==> src/rtl/sram_like_arbiter.sv <==
// sram_like_arbiter: merges the CPU inst and data sram-like channels onto one
// memory port. Data wins over inst; a request that is waiting for addr_ok
// keeps the port until it is accepted. Accepted transactions are tracked in
// an in-order ID FIFO so responses are routed back to the issuing channel.
//
// state    | meaning
// S_IDLE   | no request held; grant follows data-over-inst priority
// S_LOCKED | owner's request is stalled on mem_addr_ok; port held for owner
module sram_like_arbiter #(
  parameter int DEPTH = 4,
  parameter int PTR_W = 2
) (
  input  logic             clk,
  input  logic             reset,
  input  logic             inst_req,
  input  logic             inst_wr,
  input  logic [1:0]       inst_size,
  input  logic [3:0]       inst_wstrb,
  input  logic [31:0]      inst_addr,
  input  logic [31:0]      inst_wdata,
  output logic             inst_addr_ok,
  output logic [31:0]      inst_rdata,
  output logic             inst_data_ok,
  input  logic             data_req,
  input  logic             data_wr,
  input  logic [1:0]       data_size,
  input  logic [3:0]       data_wstrb,
  input  logic [31:0]      data_addr,
  input  logic [31:0]      data_wdata,
  output logic             data_addr_ok,
  output logic [31:0]      data_rdata,
  output logic             data_data_ok,
  output logic             mem_req,
  output logic             mem_wr,
  output logic [1:0]       mem_size,
  output logic [3:0]       mem_wstrb,
  output logic [31:0]      mem_addr,
  output logic [31:0]      mem_wdata,
  input  logic             mem_addr_ok,
  input  logic [31:0]      mem_rdata,
  input  logic             mem_data_ok,
  output logic [PTR_W:0]   outstanding,
  output logic             arb_err
);

  typedef enum logic {S_IDLE = 1'b0, S_LOCKED = 1'b1} state_t;

  state_t           state, state_nxt;
  logic             owner, owner_nxt;     // 1 = DATA, 0 = INST
  logic             grant_valid;
  logic             grant_data;
  logic             grant_req;
  logic             full;
  logic             hs;
  logic             pop;
  logic             head;
  logic [DEPTH-1:0] id_q;
  logic [PTR_W-1:0] wr_ptr, rd_ptr;
  logic [PTR_W:0]   count;

  assign full        = (count == (PTR_W+1)'(DEPTH));
  assign outstanding = count;
  assign head        = id_q[rd_ptr];
  assign pop         = mem_data_ok & (count != '0);

  // Lock state register; owner only changes when a new lock is taken
  always_ff @(posedge clk) begin
    if (reset) begin
      state <= S_IDLE;
      owner <= 1'b0;
    end else begin
      state <= state_nxt;
      owner <= owner_nxt;
    end
  end

  // Grant selection, memory-side mux, handshakes and lock next-state
  always_comb begin
    state_nxt    = state;
    owner_nxt    = owner;
    grant_valid  = 1'b0;
    grant_data   = 1'b0;
    inst_addr_ok = 1'b0;
    data_addr_ok = 1'b0;

    if (state == S_LOCKED) begin
      grant_valid = 1'b1;
      grant_data  = owner;
    end else if (data_req) begin
      grant_valid = 1'b1;
      grant_data  = 1'b1;
    end else if (inst_req) begin
      grant_valid = 1'b1;
      grant_data  = 1'b0;
    end

    grant_req = grant_valid & (grant_data ? data_req : inst_req);
    mem_req   = grant_req & ~full;
    hs        = mem_req & mem_addr_ok;

    // With no grant the fields simply follow inst
    mem_wr    = grant_data ? data_wr    : inst_wr;
    mem_size  = grant_data ? data_size  : inst_size;
    mem_wstrb = grant_data ? data_wstrb : inst_wstrb;
    mem_addr  = grant_data ? data_addr  : inst_addr;
    mem_wdata = grant_data ? data_wdata : inst_wdata;

    inst_addr_ok = hs & ~grant_data;
    data_addr_ok = hs &  grant_data;

    case (state)
      S_IDLE: begin
        if (mem_req && !mem_addr_ok) begin
          state_nxt = S_LOCKED;
          owner_nxt = grant_data;
        end
      end
      S_LOCKED: begin
        // Release on accept, or if the owner abandons its request
        if (hs || !grant_req) state_nxt = S_IDLE;
      end
      default: state_nxt = S_IDLE;
    endcase
  end

  // In-order ID FIFO: push on accept, pop on each response
  always_ff @(posedge clk) begin
    if (reset) begin
      id_q   <= '0;
      wr_ptr <= '0;
      rd_ptr <= '0;
      count  <= '0;
    end else begin
      if (hs) begin
        id_q[wr_ptr] <= grant_data;
        wr_ptr       <= wr_ptr + PTR_W'(1);
      end
      if (pop) rd_ptr <= rd_ptr + PTR_W'(1);
      case ({hs, pop})
        2'b10:   count <= count + (PTR_W+1)'(1);
        2'b01:   count <= count - (PTR_W+1)'(1);
        default: count <= count;
      endcase
    end
  end

  // Sticky error for a response that has no matching transaction
  always_ff @(posedge clk) begin
    if (reset) arb_err <= 1'b0;
    else if (mem_data_ok && count == '0) arb_err <= 1'b1;
  end

  assign inst_data_ok = pop & ~head;
  assign data_data_ok = pop &  head;
  assign inst_rdata   = mem_rdata;
  assign data_rdata   = mem_rdata;

endmodule

==> config.mk <==
export PLATFORM = sky130hd
export DESIGN_NAME = sram_like_arbiter
export DESIGN_NICKNAME = d
export VERILOG_FILES = /design/src/rtl/sram_like_arbiter.sv
export SDC_FILE = /design/constraint.sdc
export NUM_CORES = 1
export LEC_CHECK = 0
export ABC_CLOCK_PERIOD_IN_PS = 6900
export BUFFER_PORTS_ARGS = -buffer_cell sky130_fd_sc_hd__buf_2
export CAP_MARGIN = 0
export CORE_AREA = 10 10 117 119
export DETAILED_ROUTE_END_ITERATION = 16
export DIE_AREA = 0 0 127 129
export PLACE_DENSITY = 0.57
export SLEW_MARGIN = 0
export SYNTH_ARGS = -nofsm -noshare
export SYNTH_HDL_FRONTEND = slang
export SYNTH_SLANG_ARGS = --single-unit
export TNS_END_PERCENT = 10
==> constraint.sdc <==
create_clock -name clk -period 6.9 [get_ports clk]
set_clock_uncertainty 0.05 [all_clocks]
set_input_delay 1.035 -clock clk [delete_from_list [all_inputs] [get_ports clk]]
set_output_delay 1.035 -clock clk [all_outputs]
set_load 0.1 [all_outputs]
==> results.rst <==
.. list-table::
   :header-rows: 1

   * - Metric
     - Value
   * - Number of violations of the max-capacitance limit
     - 0
   * - Most numerous cell in the Yosys netlist
     - mux2_2
   * - Global-route wire length before repair
     - roughly 15000 um
   * - Final-stage net count
     - roughly 570
   * - Warnings, synthesis
     - 0
   * - Post-synth design cell area
     - between 2000 and 2500 um^2
   * - VDD IR max
     - 0.178 mV
   * - TritonCTS sink count
     - 14
   * - Final critical-path required period
     - between 4000 and 5000 ps
   * - Startpoint class of the critical path
     - input pin
   * - Core footprint
     - 11300 um^2
   * - Depth of the worst hold-timing path
     - 2
   * - Ports
     - ~320
   * - FMAX
     - between 200 and 250 MHz
   * - Sequential area share after synthesis
     - 0.129
   * - Number of remaining DRC errors
     - 0
   * - Cell Count, Final, Fillers Out
     - about 530
   * - Insertion delay to the later sink of the worst-skew pair
     - about 250 ps
   * - Final setup violation count
     - 0
   * - Routed len/inst
     - between 20 and 25 um
   * - Unique cell type count in the Yosys netlist
     - 33
   * - Worst Path Class, Setup
     - in2out
   * - Type of the most critical hold path
     - reg2reg
   * - DP Cell Count
     - between 500 and 600
   * - Standby leakage power
     - 1.56 nW
   * - Number of antenna violations at the first check in global routing
     - 2
   * - Portion of the clock cycle consumed by the worst path in the final layout
     - 0.647
   * - N_diodes
     - 0
   * - TritonCTS clock tree
     - built
   * - Num rows
     - 39
   * - Area share of the largest cell type after synthesis
     - 0.368
   * - Peak fanout along the critical path
     - 49
   * - Level count of the clock H-tree
     - 1
   * - Starting utilization of the core area
     - 0.192
   * - Total wirelength of the detailed-routed design
     - 11100 um
   * - Post-CTS Setup Bufs
     - 0
   * - Synthesized instance count
     - ~230
   * - Violation count after the first detailed-route iteration
     - roughly 120
   * - Post-synth net total
     - roughly 410
   * - Required time reported for the critical path endpoint
     - roughly 5800 ps
   * - Synth area leader
     - mux2_2
   * - Full die area
     - approximately 16000 um^2
   * - PwrDens
     - between 300 and 400 nW/um^2
   * - Syn_area_per_cell
     - about 9.5 um^2
   * - Pin count of the biggest net entering global routing
     - 50
   * - Via count
     - 2284
   * - Antenna-violating nets left
     - 0
   * - Number of synthesized flops with an enable pin
     - 0
   * - Setup crit end kind
     - output port
   * - HPWL after detailed placement
     - approximately 9900 um
   * - Number of global-route vias before repair
     - roughly 2400
   * - Per-cell via count in the routed design
     - 4.32
   * - Most common library cells after synthesis
     - 71 x mux2_2, 64 x buf_4, 14 x dfxtp_1, 11 x nor2_1, 9 x inv_1
   * - Unrepaired setup endpoints after global routing
     - no
   * - Headroom to the max-slew limit
     - 0.351
   * - Top cells by area in the synthesized netlist
     - mux2_2 37%, buf_4 22%, dfxtp_1 13%, buf_6 4.1%, ha_1 2.9%
   * - Most common flop cell mapped by yosys
     - dfxtp_1
   * - Area used by sequential logic in the layout
     - 280 um^2
   * - Max-slew violation total from the final report
     - 0
   * - Remaining global-route overflow
     - 0
   * - Total area of multi-input combinational cells
     - ~1300 um^2
   * - Drt pass-1 iters
     - 4
   * - Post-synth ARST share
     - 0
   * - Worst Reg-to-Reg Cells
     - 8
   * - Port bufs
     - around 230
   * - Overall routing resource usage
     - 0.118
   * - Synthesis-to-layout area growth
     - 38.9%
   * - Number of flip-flops and latches in the synthesized netlist
     - 14
   * - Clock-pin slew on the worst setup and hold paths
     - 50 ps
   * - Hold_ws
     - 415 ps
   * - TNS Setup
     - 0 ps
   * - Least-Margin Pin Slew
     - ~950 ps
   * - Height of the die
     - 129 um
   * - Cts bufs inserted
     - 3
   * - Post-route total power
     - a little over 1 mW
   * - Run status
     - finished, final reports clean
   * - Die Span X
     - about 130 um
   * - Hold Fails Final Rpt
     - 0
   * - CTS Buffer Depth
     - 2
   * - # resized after CTS
     - 0
   * - Post-place setup slack
     - ~2400 ps
   * - Filler cell count in the final layout
     - about 1200
   * - Gpl congestion
     - about 0.9
   * - Hold-fix buffer count after cts
     - 0
   * - Arrival time at the worst endpoint
     - 3380 ps
   * - Fraction of final layout cells sized beyond drive strength 1
     - 0.806
   * - Root buffer cell
     - clkbuf_16
   * - Final worst-path setup slack
     - 2440 ps
==> cells in the final DEF (no fill, tap or decap) <==
cell / n
clkbuf_16: 3
nand2b_1: 2
mux2i_1: 2
and3_1: 2
mux2_2: 71
or3b_4: 2
o2111ai_4: 1
ha_1: 5
nor2b_1: 1
xor2_1: 3
nand2_1: 1
o31a_1: 1
mux2i_4: 1
or2_1: 1
and2_1: 1
mux4_2: 1
xnor2_1: 2
a2111oi_2: 1
nor4_1: 1
inv_1: 9
dfxtp_1: 14
or3_1: 1
and2b_1: 4
o31ai_1: 4
a21oi_1: 3
buf_2: 227
buf_4: 1
clkbuf_8: 1
a21boi_2: 1
o21ai_2: 1
nor3_1: 1
nor2_1: 11
fa_1: 1
o21ai_0: 5
==> routing by layer <==
metal,share of wire,vias to the layer above,track usage
li1,-,1032,-
met1,0.39,1036,0.134
met2,0.46,183,0.188
met3,0.13,29,0.0620
met4,0.017,4,0.0348
met5,0.0019,-,0
==> power by group <==
| group | switching, mW | total [mW] | internal, mW |
|---|---|---|---|
| clock | 0.0347 | 0.123 | 0.0879 |
| combinational | 0.621 | 0.793 | 0.172 |
| sequential | 0.0215 | 0.121 | 0.0991 |
==> worst paths after layout <==
check / startpoint / to / slack, ps
worst max-delay path: data_req / mem_addr[18] / 2440
worst max register to register: state$_SDFF_PP0_ / outstanding[2]$_SDFFE_PP0P_ / 4330
worst min-delay path: arb_err$_SDFFE_PP0P_ / arb_err$_SDFFE_PP0P_ / 420
worst min register to register: arb_err$_SDFFE_PP0P_ / arb_err$_SDFFE_PP0P_ / 420
==> state kept, by name (all words and copies together) (netlist names) <==
signal / count
id_q: 4
owner: 1
arb_err: 1
wr_ptr: 2
outstanding: 3
rd_ptr: 2
state: 1
==> logic make-up (layout without fill, tap and decap cells) <==
kind of cell	count (synthesis)	in the layout	synth area share
mux	75	75	0.393
flops	14	14	0.129
simple gates	28	28	0.0732
xor+xnor	5	5	0.0202
buf+inv	83	241	0.282
fa+ha+maj	6	6	0.0380
compound gates	17	17	0.0646
==> critical path, cell delays in order <==
cell and delay, ps:
buf_2 150, mux2i_4 750, buf_4 650, mux2_2 310
buf_2 440
==> metrics by stage <==
stage          utilization  cell area [um^2]
2_1_floorplan            -              2170
3_3_place_gp         0.259              2930
3_5_place_dp         0.259              2930
4_1_cts              0.266              3020
5_1_grt              0.266              3020
6_report             0.266              3020
==> final cells by class <==
type | count | area share
Multi-Input combinational cell | 131 | 0.428
Timing Repair Buffer | 228 | 0.379
Sequential cell | 14 | 0.0929
Tap cell | 143 | 0.0593
Clock buffer | 4 | 0.0295
Inverter | 9 | 0.0112
Note: power is estimated with default switching activity, not from simulation.
